===== src/rtl/io_mmio_unit_if.sv =====
// Bus between memory control / UART pins and the MMIO target.
// The master modport is the driving side (pipeline, UART), the slave modport is the unit.
interface io_mmio_unit_if;
    logic [3:0]  io_trans;
    logic        io_recv;
    logic [31:0] addr;
    logic [31:0] wdata;
    logic        instr_retire;
    logic [31:0] rdata;
    logic [7:0]  tx_data;
    logic        tx_valid;
    logic        tx_ready;
    logic [7:0]  rx_data;
    logic        rx_valid;
    logic        rx_ready;

    modport master (
        output io_trans, io_recv, addr, wdata, instr_retire, tx_ready, rx_data, rx_valid,
        input  rdata, tx_data, tx_valid, rx_ready
    );

    modport slave (
        input  io_trans, io_recv, addr, wdata, instr_retire, tx_ready, rx_data, rx_valid,
        output rdata, tx_data, tx_valid, rx_ready
    );
endinterface


===== src/rtl/io_mmio_unit.sv =====
// Memory-mapped I/O target: UART TX/RX FIFOs, sticky overflow status,
// cycle and retired-instruction counters, registered load data.
module io_mmio_unit #(
    parameter int TX_DEPTH = 8,
    parameter int RX_DEPTH = 8
) (
    input  logic          clk,
    input  logic          rst_n,
    io_mmio_unit_if.slave bus
);
    localparam int TX_AW = $clog2(TX_DEPTH);
    localparam int TX_PW = TX_AW + 1;
    localparam int RX_AW = $clog2(RX_DEPTH);
    localparam int RX_PW = RX_AW + 1;

    localparam logic [7:0] REG_STATUS     = 8'h00;
    localparam logic [7:0] REG_RX_DATA    = 8'h04;
    localparam logic [7:0] REG_TX_DATA    = 8'h08;
    localparam logic [7:0] REG_STATUS_CLR = 8'h0C;
    localparam logic [7:0] REG_CYCLE_CNT  = 8'h10;
    localparam logic [7:0] REG_INSTR_CNT  = 8'h14;

    logic [7:0] regAddr;
    logic       anyWrite;
    logic       txWrite;
    logic       clrWrite;
    logic       cycWrite;
    logic       instrWrite;
    logic       rxRead;
    logic       unusedBits;

    assign regAddr    = bus.addr[7:0];
    assign anyWrite   = |bus.io_trans;
    assign txWrite    = bus.io_trans[0] && (regAddr == REG_TX_DATA);
    assign clrWrite   = anyWrite && (regAddr == REG_STATUS_CLR);
    assign cycWrite   = anyWrite && (regAddr == REG_CYCLE_CNT);
    assign instrWrite = anyWrite && (regAddr == REG_INSTR_CNT);
    assign rxRead     = bus.io_recv && (regAddr == REG_RX_DATA);
    assign unusedBits = ^{bus.addr[31:8], bus.wdata[31:8]};

    logic [7:0]       txMem [TX_DEPTH];
    logic [TX_PW-1:0] txWrPtr_q, txWrPtr_d;
    logic [TX_PW-1:0] txRdPtr_q, txRdPtr_d;
    logic             txEmpty, txFull, txPop, txPush, txOvfSet;

    logic [7:0]       rxMem [RX_DEPTH];
    logic [RX_PW-1:0] rxWrPtr_q, rxWrPtr_d;
    logic [RX_PW-1:0] rxRdPtr_q, rxRdPtr_d;
    logic             rxEmpty, rxFull, rxPop, rxPush, rxOvfSet;

    logic        txOvf_q, txOvf_d;
    logic        rxOvf_q, rxOvf_d;
    logic [31:0] cycleCnt_q, cycleCnt_d;
    logic [31:0] instrCnt_q, instrCnt_d;
    logic [31:0] rdata_q, rdata_d;
    logic [31:0] readData;

    assign txEmpty = (txWrPtr_q == txRdPtr_q);
    assign txFull  = (txWrPtr_q[TX_AW-1:0] == txRdPtr_q[TX_AW-1:0]) &&
                     (txWrPtr_q[TX_AW] != txRdPtr_q[TX_AW]);
    assign rxEmpty = (rxWrPtr_q == rxRdPtr_q);
    assign rxFull  = (rxWrPtr_q[RX_AW-1:0] == rxRdPtr_q[RX_AW-1:0]) &&
                     (rxWrPtr_q[RX_AW] != rxRdPtr_q[RX_AW]);

    // A simultaneous pop frees the slot, so a write into a full FIFO still lands.
    assign txPop    = !txEmpty && bus.tx_ready;
    assign txPush   = txWrite && (!txFull || txPop);
    assign txOvfSet = txWrite && txFull && !txPop;

    assign rxPop    = rxRead && !rxEmpty;
    assign rxPush   = bus.rx_valid && !rxFull;
    assign rxOvfSet = bus.rx_valid && rxFull;

    assign bus.tx_data  = txMem[txRdPtr_q[TX_AW-1:0]];
    assign bus.tx_valid = !txEmpty;
    assign bus.rx_ready = !rxFull;
    assign bus.rdata    = rdata_q;

    always_comb begin
        txWrPtr_d = txWrPtr_q;
        txRdPtr_d = txRdPtr_q;
        rxWrPtr_d = rxWrPtr_q;
        rxRdPtr_d = rxRdPtr_q;
        if (txPush) txWrPtr_d = txWrPtr_q + TX_PW'(1);
        if (txPop)  txRdPtr_d = txRdPtr_q + TX_PW'(1);
        if (rxPush) rxWrPtr_d = rxWrPtr_q + RX_PW'(1);
        if (rxPop)  rxRdPtr_d = rxRdPtr_q + RX_PW'(1);
    end

    // An overflow in the same cycle as a clear is kept so the event is not lost.
    always_comb begin
        txOvf_d = txOvf_q;
        rxOvf_d = rxOvf_q;
        if (clrWrite) begin
            txOvf_d = 1'b0;
            rxOvf_d = 1'b0;
        end
        if (txOvfSet) txOvf_d = 1'b1;
        if (rxOvfSet) rxOvf_d = 1'b1;
    end

    always_comb begin
        cycleCnt_d = cycWrite ? 32'd0 : cycleCnt_q + 32'd1;
        instrCnt_d = instrWrite ? 32'd0 : instrCnt_q + {31'd0, bus.instr_retire};
    end

    // Counter reads return the post-update value, so a read right after a
    // zeroing write already shows one elapsed cycle.
    always_comb begin
        readData = 32'd0;
        case (regAddr)
            REG_STATUS:    readData = {28'd0, rxOvf_q, txOvf_q, !rxEmpty, !txFull};
            REG_RX_DATA:   if (!rxEmpty) readData = {24'd0, rxMem[rxRdPtr_q[RX_AW-1:0]]};
            REG_CYCLE_CNT: readData = cycleCnt_d;
            REG_INSTR_CNT: readData = instrCnt_d;
            default:       readData = 32'd0;
        endcase
        rdata_d = bus.io_recv ? readData : rdata_q;
    end

    always_ff @(posedge clk) begin
        if (txPush) txMem[txWrPtr_q[TX_AW-1:0]] <= bus.wdata[7:0];
        if (rxPush) rxMem[rxWrPtr_q[RX_AW-1:0]] <= bus.rx_data;
    end

    always_ff @(posedge clk or negedge rst_n) begin
        if (!rst_n) begin
            txWrPtr_q  <= '0;
            txRdPtr_q  <= '0;
            rxWrPtr_q  <= '0;
            rxRdPtr_q  <= '0;
            txOvf_q    <= 1'b0;
            rxOvf_q    <= 1'b0;
            cycleCnt_q <= 32'd0;
            instrCnt_q <= 32'd0;
            rdata_q    <= 32'd0;
        end else begin
            txWrPtr_q  <= txWrPtr_d;
            txRdPtr_q  <= txRdPtr_d;
            rxWrPtr_q  <= rxWrPtr_d;
            rxRdPtr_q  <= rxRdPtr_d;
            txOvf_q    <= txOvf_d;
            rxOvf_q    <= rxOvf_d;
            cycleCnt_q <= cycleCnt_d;
            instrCnt_q <= instrCnt_d;
            rdata_q    <= rdata_d;
        end
    end
endmodule


===== src/flat_wrapper.sv =====
// flat-port wrapper written by rule: the top's interface ports become plain ports
module io_mmio_unit_flat 
#(
    parameter int TX_DEPTH = 8,
    parameter int RX_DEPTH = 8
)
  (clk, rst_n, bus_io_trans, bus_io_recv, bus_addr, bus_wdata, bus_instr_retire, bus_tx_ready, bus_rx_data, bus_rx_valid, bus_rdata, bus_tx_data, bus_tx_valid, bus_rx_ready);
  io_mmio_unit_if bus_i ();
  input  logic clk;
  input  logic rst_n;
  input wire logic [$bits(bus_i.io_trans)-1:0] bus_io_trans;
  input wire logic [$bits(bus_i.io_recv)-1:0] bus_io_recv;
  input wire logic [$bits(bus_i.addr)-1:0] bus_addr;
  input wire logic [$bits(bus_i.wdata)-1:0] bus_wdata;
  input wire logic [$bits(bus_i.instr_retire)-1:0] bus_instr_retire;
  input wire logic [$bits(bus_i.tx_ready)-1:0] bus_tx_ready;
  input wire logic [$bits(bus_i.rx_data)-1:0] bus_rx_data;
  input wire logic [$bits(bus_i.rx_valid)-1:0] bus_rx_valid;
  output wire logic [$bits(bus_i.rdata)-1:0] bus_rdata;
  output wire logic [$bits(bus_i.tx_data)-1:0] bus_tx_data;
  output wire logic [$bits(bus_i.tx_valid)-1:0] bus_tx_valid;
  output wire logic [$bits(bus_i.rx_ready)-1:0] bus_rx_ready;
  assign bus_i.io_trans = bus_io_trans;
  assign bus_i.io_recv = bus_io_recv;
  assign bus_i.addr = bus_addr;
  assign bus_i.wdata = bus_wdata;
  assign bus_i.instr_retire = bus_instr_retire;
  assign bus_i.tx_ready = bus_tx_ready;
  assign bus_i.rx_data = bus_rx_data;
  assign bus_i.rx_valid = bus_rx_valid;
  assign bus_rdata = bus_i.rdata;
  assign bus_tx_data = bus_i.tx_data;
  assign bus_tx_valid = bus_i.tx_valid;
  assign bus_rx_ready = bus_i.rx_ready;
  io_mmio_unit #(.TX_DEPTH(TX_DEPTH), .RX_DEPTH(RX_DEPTH)) u_core (.clk(clk), .rst_n(rst_n), .bus(bus_i));
endmodule

===== config.mk =====
export PLATFORM = sky130hd
export DESIGN_NAME = io_mmio_unit_flat
export DESIGN_NICKNAME = d
export VERILOG_FILES = /design/src/rtl/io_mmio_unit_if.sv /design/src/rtl/io_mmio_unit.sv /design/src/flat_wrapper.sv
export SDC_FILE = /design/constraint.sdc
export NUM_CORES = 1
export LEC_CHECK = 0
export ABC_AREA = 0
export CORE_AREA = 2 2 120 169
export DETAILED_ROUTE_END_ITERATION = 12
export DIE_AREA = 0 0 122 171
export PLACE_DENSITY = 0.89
export SLEW_MARGIN = 20
export SYNTH_ARGS = -nofsm -noshare
export SYNTH_HDL_FRONTEND = slang
export SYNTH_SLANG_ARGS = --single-unit

===== constraint.sdc =====
create_clock -name clk -period 8.7 [get_ports clk]
set_clock_uncertainty 0.15 [all_clocks]
set_input_delay 1.74 -clock clk [delete_from_list [all_inputs] [get_ports clk]]
set_output_delay 1.74 -clock clk [all_outputs]
set_load 0.02 [all_outputs]

==> qor.yml, run 1 <==
sta:
  finalSetupTns_ns: 0
  max_freq_ghz: 0.213
  hold_viol_final: 0
  tightest_slew_ns: 1.13
  finalCriticalPeriod_ns: 4.69
  setup_violations: 0
  period_share_pct: 53.9
  drv_slew: 0
  grt_setup_unrepaired: "no"
  worst_hold_slack_ns: 0.340
  relSlewSlack_pct: 24.1
synth:
  synth_edf_count: 128
  async_flop_share_pct: 47.1
  synth_seq_area_share_pct: 63.6
  post_synth.cell_area_avg_um2: 13.6
  synth_area_leaders: "edfxtp_1, dfrtp_1, mux4_2, xnor2_1, nor2_1"
  synth_nets: 866
  ys_seq_elements: 242
  synth_most_common_cell: "edfxtp_1"
  netlist_area_mm2: 0.0105
  netlist_top_cells_count: "edfxtp_1, dfrtp_1, nor2_1, nand2_1, xnor2_1"
  synth_ff_type: "edfxtp_1"
  yosysWarnings: 0
  netlist_instances: 777
  yosys.area.top_type_share_pct: 36.5
  synth_top_area_cell: "edfxtp_1"
  synth_cell_types: 56
critical_path:
  arrival_ns: 4.66
  critPathCaptureType: "flip-flop"
  rr_endpoint: "u_core.txMem[6][0]"
  path_max_fanout: 9
  r2r_slack_ns: 5.22
  crit_type: "in2reg"
  worstPathRequired_ns: 8.67
  startpoint_type: "primary input"
  r2r-start: "u_core.txRdPtr_q[1]"
  worst-r2r-cell-count: 5
worst_hold_path:
  holdPathEnd: "u_core.bus.rdata[11]"
  hold_depth: 1
  worstHoldStart: "u_core.bus.rdata[11]"
  min_path_type: "reg2reg"
detailed_routing:
  vias_per_cell: 6.10
  wl_per_cell_um: 20.8
  met2WireLength_mm: 12.2
  drt_iter0_drc: 552
  met3_length_mm: 1.39
  top_layer_used: "met4"
  ant_nets: 0
  vias: 6857
  wl_met1_mm: 8.58
  drtPass1Iterations: 5
  finalWirelength_mm: 23.4
  drc: 0
cells_and_area:
  nFillCells: 1378
  multiInputGateArea_mm2: 0.00372
  nNetsFinal: 946
  diodes: 0
  seq_area_mm2: 0.00670
  drive_gt1_share_pct: 14.2
  areaGrowthSynthToFinish_pct: 17.9
cts:
  cts_resized: 0
  cts_setup_buffers: 0
  clk_latency_ns: 0.51
  cts_tree: "done"
  cts_root_buffer: "clkbuf_16"
  cts_num_sinks: 242
  clockBufferDepth: 3
  ctsHoldBuffers: 0
  h-tree-depth: 1
  cts.clk_slew.worst_paths_ns: 0.06
  cts_made_buffers: 23
outcome:
  run_status: "completed"
power:
  ir_drop_mv: 0.176
  power.leakage_nw: 4.51
  p_per_area_mw_per_mm2: 248
floorplanning:
  rows: 61
  core_mm2: 0.0195
  io_pins: 124
  die_y_um: 171
  die_w_um: 122
  start_util_pct: 54.1
  die_area_mm2: 0.0209
placement:
  hpwl_mm: 15.7
  gp_congestion: 0.932
  portBuffers: 75
grt:
  first_global_vias: 7085
  grt_overflow: 0
  grt_antenna_before_repair: 0
  grt_pass1_wl_mm: 37.2
  grt.total_usage_pct: 23.1
  grt_max_degree: 70
flow_run:
  drv_cap: 0
==> how the worst max path moves through the flow <==
| stage | startpoint | to | slack [ns] | cells past startpoint |
|---|---|---|---|---|
| 3_3_place_gp | bus_addr[5] | u_core.txMem[6][6] | 3.66 | 6 |
| 4_1_cts | u_core.txRdPtr_q[0] | bus_tx_data[3] | 3.65 | 3 |
| 6_report | bus_addr[5] | u_core.txMem[6][0] | 4.01 | 6 |
| 5_1_grt | bus_addr[5] | u_core.txMem[6][5] | 3.80 | 6 |
| 2_1_floorplan | bus_addr[5] | u_core.txMem[3][0] | 4.53 | 5 |
| 3_5_place_dp | bus_addr[5] | u_core.txMem[6][5] | 3.54 | 6 |
==> cell usage in the layout (no fill, tap or decap), drive strengths merged, types with 4 or more instances in the layout <==
master         instances
or2                    6
xor2                  32
edfxtp               128
inv                   14
o221ai                17
nand4                 27
nor2                  88
ha                     7
clkinv                 5
and4                   4
o22a                   4
a31oi                  8
nand3                 30
nor3                  18
bufinv                 5
nor2b                  5
nor4                  20
xnor2                 42
dfrtp                114
a21oi                  4
clkbuf                28
nand2                 56
buf                   13
mux4                  32
o21ai                  8
clkdlybuf4s50         74
and3                  10
and2                   5
or4                    6
mux2                  20
==> state kept, by name, summed over array words and instances, names as in the netlist <==
| name | cells |
|---|---|
| u_core.rxMem | 64 |
| u_core.bus.rdata | 32 |
| u_core.instrCnt_q | 32 |
| u_core.rxRdPtr_q | 4 |
| u_core.txRdPtr_q | 4 |
| u_core.txWrPtr_q | 4 |
| u_core.rxWrPtr_q | 4 |
| u_core.txMem | 64 |
| u_core.txOvf_q | 1 |
| u_core.cycleCnt_q | 32 |
| u_core.rxOvf_q | 1 |
==> per-stage QoR <==
step | total power [mW] | utilization (%) | instance area, µm² | cells | worst slack (ns)
floorplan | 1.83 | - | 10500 | 777 | 4.53
global placement | 2.01 | 59.7 | 11600 | 1084 | 3.66
detailed placement | 2.03 | 59.7 | 11600 | 1084 | 3.54
CTS | 3.10 | 63.8 | 12400 | 1125 | 3.65
global route | 3.21 | 63.9 | 12400 | 1125 | 3.80
finish | 3.08 | 63.9 | 12400 | 1125 | 4.01
==> critical path, cell delays in order <==
cell and delay (ns):
clkdlybuf4s50_1 0.44, nor2_1 0.37, and4b_1 0.39, o2111ai_1 0.50, or2_2 0.51, nor3b_2 0.70
==> metal layers <==
metal / up-vias / track usage, %
met5: - / 0
met4: 0 / 12.3
met3: 87 / 3.03
met2: 296 / 40.2
met1: 3389 / 27.8
li1: 3085 / -
==> cell families after synthesis <==
| family | synth area share (%) |
|---|---|
| mux | 9.07 |
| simple gates | 13.8 |
| flops | 63.6 |
| xor+xnor | 6.15 |
| compound gates | 4.98 |
| buf+inv | 1.66 |
| fa+ha+maj | 0.831 |
==> report_power, final <==
group | internal, mW | switching, mW | total [mW] | leakage [nW]
clock | 0.645 | 0.419 | 1.06 | 0.388
combinational | 0.283 | 0.266 | 0.549 | 1.52
sequential | 1.32 | 0.145 | 1.47 | 2.60
==> final cells by class <==
class	count	share of cell area, %
inverters	13	0.393
multi-input cells	490	29.9
flip-flops and latches	242	53.9
repair buffers	87	6.75
clock inverters	13	1.62
well taps	252	2.54
clock buffers	28	4.86
Note: power is estimated with default switching activity, not from simulation.
==> run 2, diff against run 1 <==
--- a/config.mk
+++ b/config.mk
@@ -6,10 +6,10 @@
 export NUM_CORES = 1
 export LEC_CHECK = 0
 export ABC_AREA = 0
-export CORE_AREA = 2 2 120 169
+export CORE_AREA = 2 2 125 176
 export DETAILED_ROUTE_END_ITERATION = 12
-export DIE_AREA = 0 0 122 171
-export PLACE_DENSITY = 0.89
+export DIE_AREA = 0 0 127 178
+export PLACE_DENSITY = 0.87
 export SLEW_MARGIN = 20
 export SYNTH_ARGS = -nofsm -noshare
 export SYNTH_HDL_FRONTEND = slang
==> constraint.sdc (replaced) <==
create_clock -name clk -period 4.29 [get_ports clk]
set_clock_uncertainty 0.15 [all_clocks]
set_input_delay 0.858 -clock clk [delete_from_list [all_inputs] [get_ports clk]]
set_output_delay 0.858 -clock clk [all_outputs]
set_load 0.02 [all_outputs]
==> qor.yml, run 2 (same netlist as run 1, synthesis figures left out) <==
detailed_routing:
  drtPass1Iterations: 5  # unchanged
  vias: 6827  # -0.44%
  wl_per_cell_um: 20.5  # -1.5%
  drc: 0  # unchanged
  drt_iter0_drc: 668  # +21%
  vias_per_cell: 5.97  # -2.1%
  finalWirelength_mm: 23.4  # +0.15%
  ant_nets: 0  # unchanged
outcome:
  run_status: "completed"
sta:
  layout_setup_ws_ns: 0.637  # -3.38 ns
  grt_setup_unrepaired: "no"
  finalCriticalPeriod_ns: 3.65
  setup_violations: 0  # unchanged
  tightest_slew_ns: 0.969  # -0.160 ns
  max_freq_ghz: 0.274
  period_share_pct: 85.1
  relSlewSlack_pct: 35.2  # +11 points
  hold_viol_final: 0  # unchanged
  drv_slew: 0  # unchanged
  finalSetupTns_ns: 0  # unchanged
cells_and_area:
  multiInputGateArea_mm2: 0.00370  # -0.61%
  mostFrequentLayoutCells: "edfxtp_1, dfrtp_1, nor2_1"
  nFillCells: 1574  # +14%
  nNetsFinal: 957  # +1.2%
  drive_gt1_share_pct: 14.9  # +0.73 points
  final_common_cell: "edfxtp_1"
  seq_area_mm2: 0.00670  # about the same
  areaGrowthSynthToFinish_pct: 18.3
  diodes: 0  # unchanged
critical_path:
  worst-r2r-cell-count: 5  # unchanged
  startpoint_type: "flip-flop"
  crit_type: "reg2out"
  arrival_ns: 2.64  # -2.02 ns
  worstPathRequired_ns: 3.28  # -5.39 ns
  path_max_fanout: 20  # +11
  critPathCaptureType: "primary output"
  r2r-start: "u_core.rxRdPtr_q[1]"
  r2r_slack_ns: 1.24  # -3.98 ns
  rr_endpoint: "u_core.rxMem[6][4]"
cts:
  cts_setup_buffers: 0  # unchanged
  cts_root_buffer: "clkbuf_16"
  clk_latency_ns: 0.51  # about the same
  ctsHoldBuffers: 0  # unchanged
  cts_tree: "done"
  cts.clk_slew.worst_paths_ns: 0.06  # about the same
  cts_num_sinks: 242  # unchanged
  h-tree-depth: 1  # unchanged
  cts_resized: 0  # unchanged
  cts_made_buffers: 23  # unchanged
  clockBufferDepth: 3  # unchanged
placement:
  gp_congestion: 0.884  # -5.1%
  preCtsSetupSlack_ns: 0.681  # -2.86 ns
  portBuffers: 75  # unchanged
  hpwl_mm: 16.4  # +4.6%
floorplanning:
  core_mm2: 0.0210  # +7.7%
  die_y_um: 178  # +4.1%
  io_pins: 124  # unchanged
  die_area_mm2: 0.0226  # +8.4%
  start_util_pct: 50.3  # -3.9 points
  die_w_um: 127  # +4.1%
  rows: 63  # +3.3%
grt:
  grt_antenna_before_repair: 0  # unchanged
  grt_pass1_wl_mm: 36.8  # -1.2%
  first_global_vias: 6938  # -2.1%
  grt_max_degree: 73  # +4.3%
  grt.total_usage_pct: 20.9  # -2.2 points
  grt_overflow: 0  # unchanged
power:
  ir_drop_mv: 0.376  # +110%
  p_per_area_mw_per_mm2: 494  # +99%
  power.leakage_nw: 4.53  # +0.47%
worst_hold_path:
  min_path_type: "in2async"
flow_run:
  drv_cap: 0  # unchanged
==> run 2: cell count changes in the layout (fill, tap and decap cells not counted), moves of 3 or more <==
cell	delta
buf_4	+10
clkinvlp_2	+3
clkinvlp_4	+3
nor3_1	+3
nor3_2	-3
==> run 2: worst max-delay path, stage by stage, from the launching register on <==
cell and delay [ns]:
dfrtp_1 0.87, mux4_2 0.43, mux2_2 0.28, clkdlybuf4s50_1 0.55
==> run 2: area by class of cell <==
class | instances | area share, %
flip-flops and latches | 242 | 53.7
multi-input cells | 490 | 29.7
repair buffers | 98 | 7.49
clock buffers | 27 | 4.90
well taps | 260 | 2.61
clock inverters | 14 | 1.24
inverters | 13 | 0.391
==> run 2: where the power goes <==
group	leakage [nW]	total (mW)	internal (mW)	switching, mW
clock network	0.351	2.05	1.20	0.852
registers	2.60	2.93	2.69	0.243
logic	1.58	1.18	0.586	0.596
total	4.53	6.16	4.47	1.69
==> run 2: worst max path at each step <==
stage / start / to / slack (ns)
floorplan: bus_addr[5] / u_core.txMem[3][0] / 1.00
global placement: bus_addr[5] / u_core.txMem[6][7] / 0.76
detailed placement: bus_addr[3] / u_core.bus.rdata[8] / 0.68
CTS: u_core.txRdPtr_q[1] / bus_tx_data[3] / 0.60
global route: u_core.txRdPtr_q[1] / bus_tx_data[3] / 0.58
finish: u_core.txRdPtr_q[1] / bus_tx_data[3] / 0.64
==> run 2: per-layer routing <==
metal,GRT usage [%],share of wire (%)
met1,24.2,38
met2,37.8,52
met3,2.70,4.5
met4,10.9,5.6
met5,0,0
==> run 2: stage by stage <==
step	utilization [%]	area [µm²]	power, mW	cells	hold WS, ns
finish	59.5	12500	6.16	1144	0.195
global route	59.5	12500	6.39	1144	0.235
CTS	59.4	12500	6.20	1144	0.204
detailed placement	55.8	11700	4.16	1103	0.320
global placement	55.8	11700	4.09	1103	0.315
floorplan	-	10500	3.70	777	0.310
==> run 3, diff against run 2 <==
--- a/config.mk
+++ b/config.mk
@@ -6,10 +6,11 @@
 export NUM_CORES = 1
 export LEC_CHECK = 0
 export ABC_AREA = 0
-export CORE_AREA = 2 2 125 176
+export CAP_MARGIN = 5
+export CORE_AREA = 2 2 163 125
 export DETAILED_ROUTE_END_ITERATION = 12
-export DIE_AREA = 0 0 127 178
-export PLACE_DENSITY = 0.87
+export DIE_AREA = 0 0 165 127
+export PLACE_DENSITY = 0.89
 export SLEW_MARGIN = 20
 export SYNTH_ARGS = -nofsm -noshare
 export SYNTH_HDL_FRONTEND = slang
==> constraint.sdc (replaced) <==
create_clock -name clk -period 4.7 [get_ports clk]
set_clock_uncertainty 0.15 [all_clocks]
set_input_delay 0.94 -clock clk [delete_from_list [all_inputs] [get_ports clk]]
set_output_delay 0.94 -clock clk [all_outputs]
set_load 0.02 [all_outputs]
==> qor.yml, run 3 (same netlist as run 1, synthesis figures left out) <==
critical_path:
  arrival_ns: 2.81  # +0.17 ns
  critPathCaptureType: "primary output"
  worst-r2r-cell-count: 5  # unchanged
  path_max_fanout: 11  # -45%
  critPathTopFamily: "multiplexers"
  rr_endpoint: "u_core.rxMem[2][1]"
  startpoint: "u_core.txRdPtr_q[0]"
  r2r-start: "u_core.rxRdPtr_q[1]"
  cpPeakStageDelay_ns: 0.75  # -0.12 ns
  crit_type: "reg2out"
  critPathBufInv: 2  # +1
  startpoint_type: "flip-flop"
  path_cells: "buf_12 > mux4_2 > mux2_2 > clkdlybuf4s50_1"
  cpMaxStageDelayCell: "dfrtp_1"
  worstPathRequired_ns: 3.61  # +0.33 ns
  r2r_slack_ns: 1.65  # +0.41 ns
cts:
  clockBufferDepth: 3  # unchanged
  clk_latency_ns: 0.51  # about the same
  cts.clk_slew.worst_paths_ns: 0.06  # about the same
  cts_setup_buffers: 0  # unchanged
  cts_resized: 0  # unchanged
  h-tree-depth: 1  # unchanged
  ctsHoldBuffers: 0  # unchanged
  cts_num_sinks: 242  # unchanged
  cts_root_buffer: "clkbuf_16"
  cts_made_buffers: 24  # +4.3%
  cts_tree: "done"
outcome:
  run_status: "completed"
floorplanning:
  die_w_um: 165  # +30%
  start_util_pct: 54.8  # +4.6 points
  core_mm2: 0.0192  # -8.4%
  io_pins: 124  # unchanged
  die_area_mm2: 0.0210  # -7.3%
  rows: 44  # -30%
  die_y_um: 127  # -29%
placement:
  portBuffers: 75  # unchanged
  hpwl_mm: 16.3  # -0.57%
  gp_congestion: 0.892  # +0.97%
sta:
  period_share_pct: 83.1
  tightest_slew_ns: 1.10  # +0.135 ns
  worst_hold_slack_ns: 0.274  # +0.0792 ns
  hold_viol_final: 0  # unchanged
  max_freq_ghz: 0.256
  relSlewSlack_pct: 25.8  # -9.4 points
  grt_setup_unrepaired: "no"
  finalCriticalPeriod_ns: 3.90
  finalSetupTns_ns: 0  # unchanged
  setup_violations: 0  # unchanged
  drv_slew: 0  # unchanged
detailed_routing:
  wl_per_cell_um: 21.0  # +2.7%
  drc: 0  # unchanged
  met2WireLength_mm: 11.4  # -6.8%
  drt_iter0_drc: 809  # +21%
  met3_length_mm: 1.60  # +51%
  wl_met1_mm: 10.2  # +16%
  drtPass1Iterations: 5  # unchanged
  ant_nets: 0  # unchanged
  vias: 7001  # +2.5%
  vias_per_cell: 6.17  # +3.5%
  top_layer_used: "met4"
  finalWirelength_mm: 23.9  # +1.8%
worst_hold_path:
  min_path_type: "in2async"
grt:
  grt.total_usage_pct: 23.4  # +2.5 points
  first_global_vias: 6768  # -2.5%
  grt_overflow: 0  # unchanged
  grt_antenna_before_repair: 0  # unchanged
  grt_max_degree: 47  # -36%
  grt_pass1_wl_mm: 37.5  # +1.9%
cells_and_area:
  areaGrowthSynthToFinish_pct: 18.3  # about the same
  nFillCells: 1295  # -18%
  final_common_cell: "edfxtp_1"
  final_util_pct: 64.8  # +5.4 points
  nNetsFinal: 954  # -0.31%
  diodes: 0  # unchanged
  drive_gt1_share_pct: 14.0  # -0.97 points
  mostFrequentLayoutCells: "edfxtp_1, dfrtp_1, nor2_1"
power:
  ir_drop_mv: 0.423  # +12%
  power.leakage_nw: 4.55  # +0.36%
  p_per_area_mw_per_mm2: 459  # -7.1%
flow_run:
  drv_cap: 0  # unchanged
[run 3: how the worst max path moves through the flow]
stage / to / slack, ns / cells past startpoint
after floorplan: u_core.txMem[3][0] / 1.33 / 5
after global placement: u_core.bus.rdata[14] / 0.71 / 5
after detailed placement: u_core.bus.rdata[9] / 0.65 / 4
after CTS: bus_tx_data[4] / 0.75 / 4
after global routing: bus_tx_data[4] / 0.65 / 4
final: bus_tx_data[2] / 0.80 / 4
[run 3: worst register-to-register path, stage by stage (launching register included)]
cell and delay [ns]:
dfrtp_1 0.90, xnor2_1 0.22, nand4_1 0.22, nand2_1 0.12, or2_2 0.34, nor2_1 0.71
[run 3: power by group]
part | internal, mW | switching, mW
sequential | 2.45 | 0.252
combinational | 0.544 | 0.521
clock | 1.19 | 0.762
[run 3: per-stage QoR]
step / cell area [µm²] / instances / worst slack (ns) / power (mW)
detailed placement: 11700 / 1092 / 0.648 / 3.80
global placement: 11700 / 1092 / 0.714 / 3.74
floorplan: 10500 / 777 / 1.33 / 3.38
CTS: 12500 / 1134 / 0.748 / 5.74
global route: 12500 / 1134 / 0.647 / 5.95
finish: 12500 / 1134 / 0.796 / 5.72
[run 3: area by class of cell]
type                            count  area [µm²]  area share (%)
Inverter                           13        48.8           0.392
Tap cell                          253         317            2.54
Multi-Input combinational cell    490        3690            29.6
Clock inverter                     11         154            1.24
Timing Repair Buffer               94         903            7.25
Sequential cell                   242        6700            53.7
Clock buffer                       31         648            5.20
[run 3: routing by layer]
layer	up-vias	global-route usage [%]
li1	3099	-
met1	3526	34.2
met2	320	37.1
met3	56	3.54
met4	0	6.45
met5	-	0
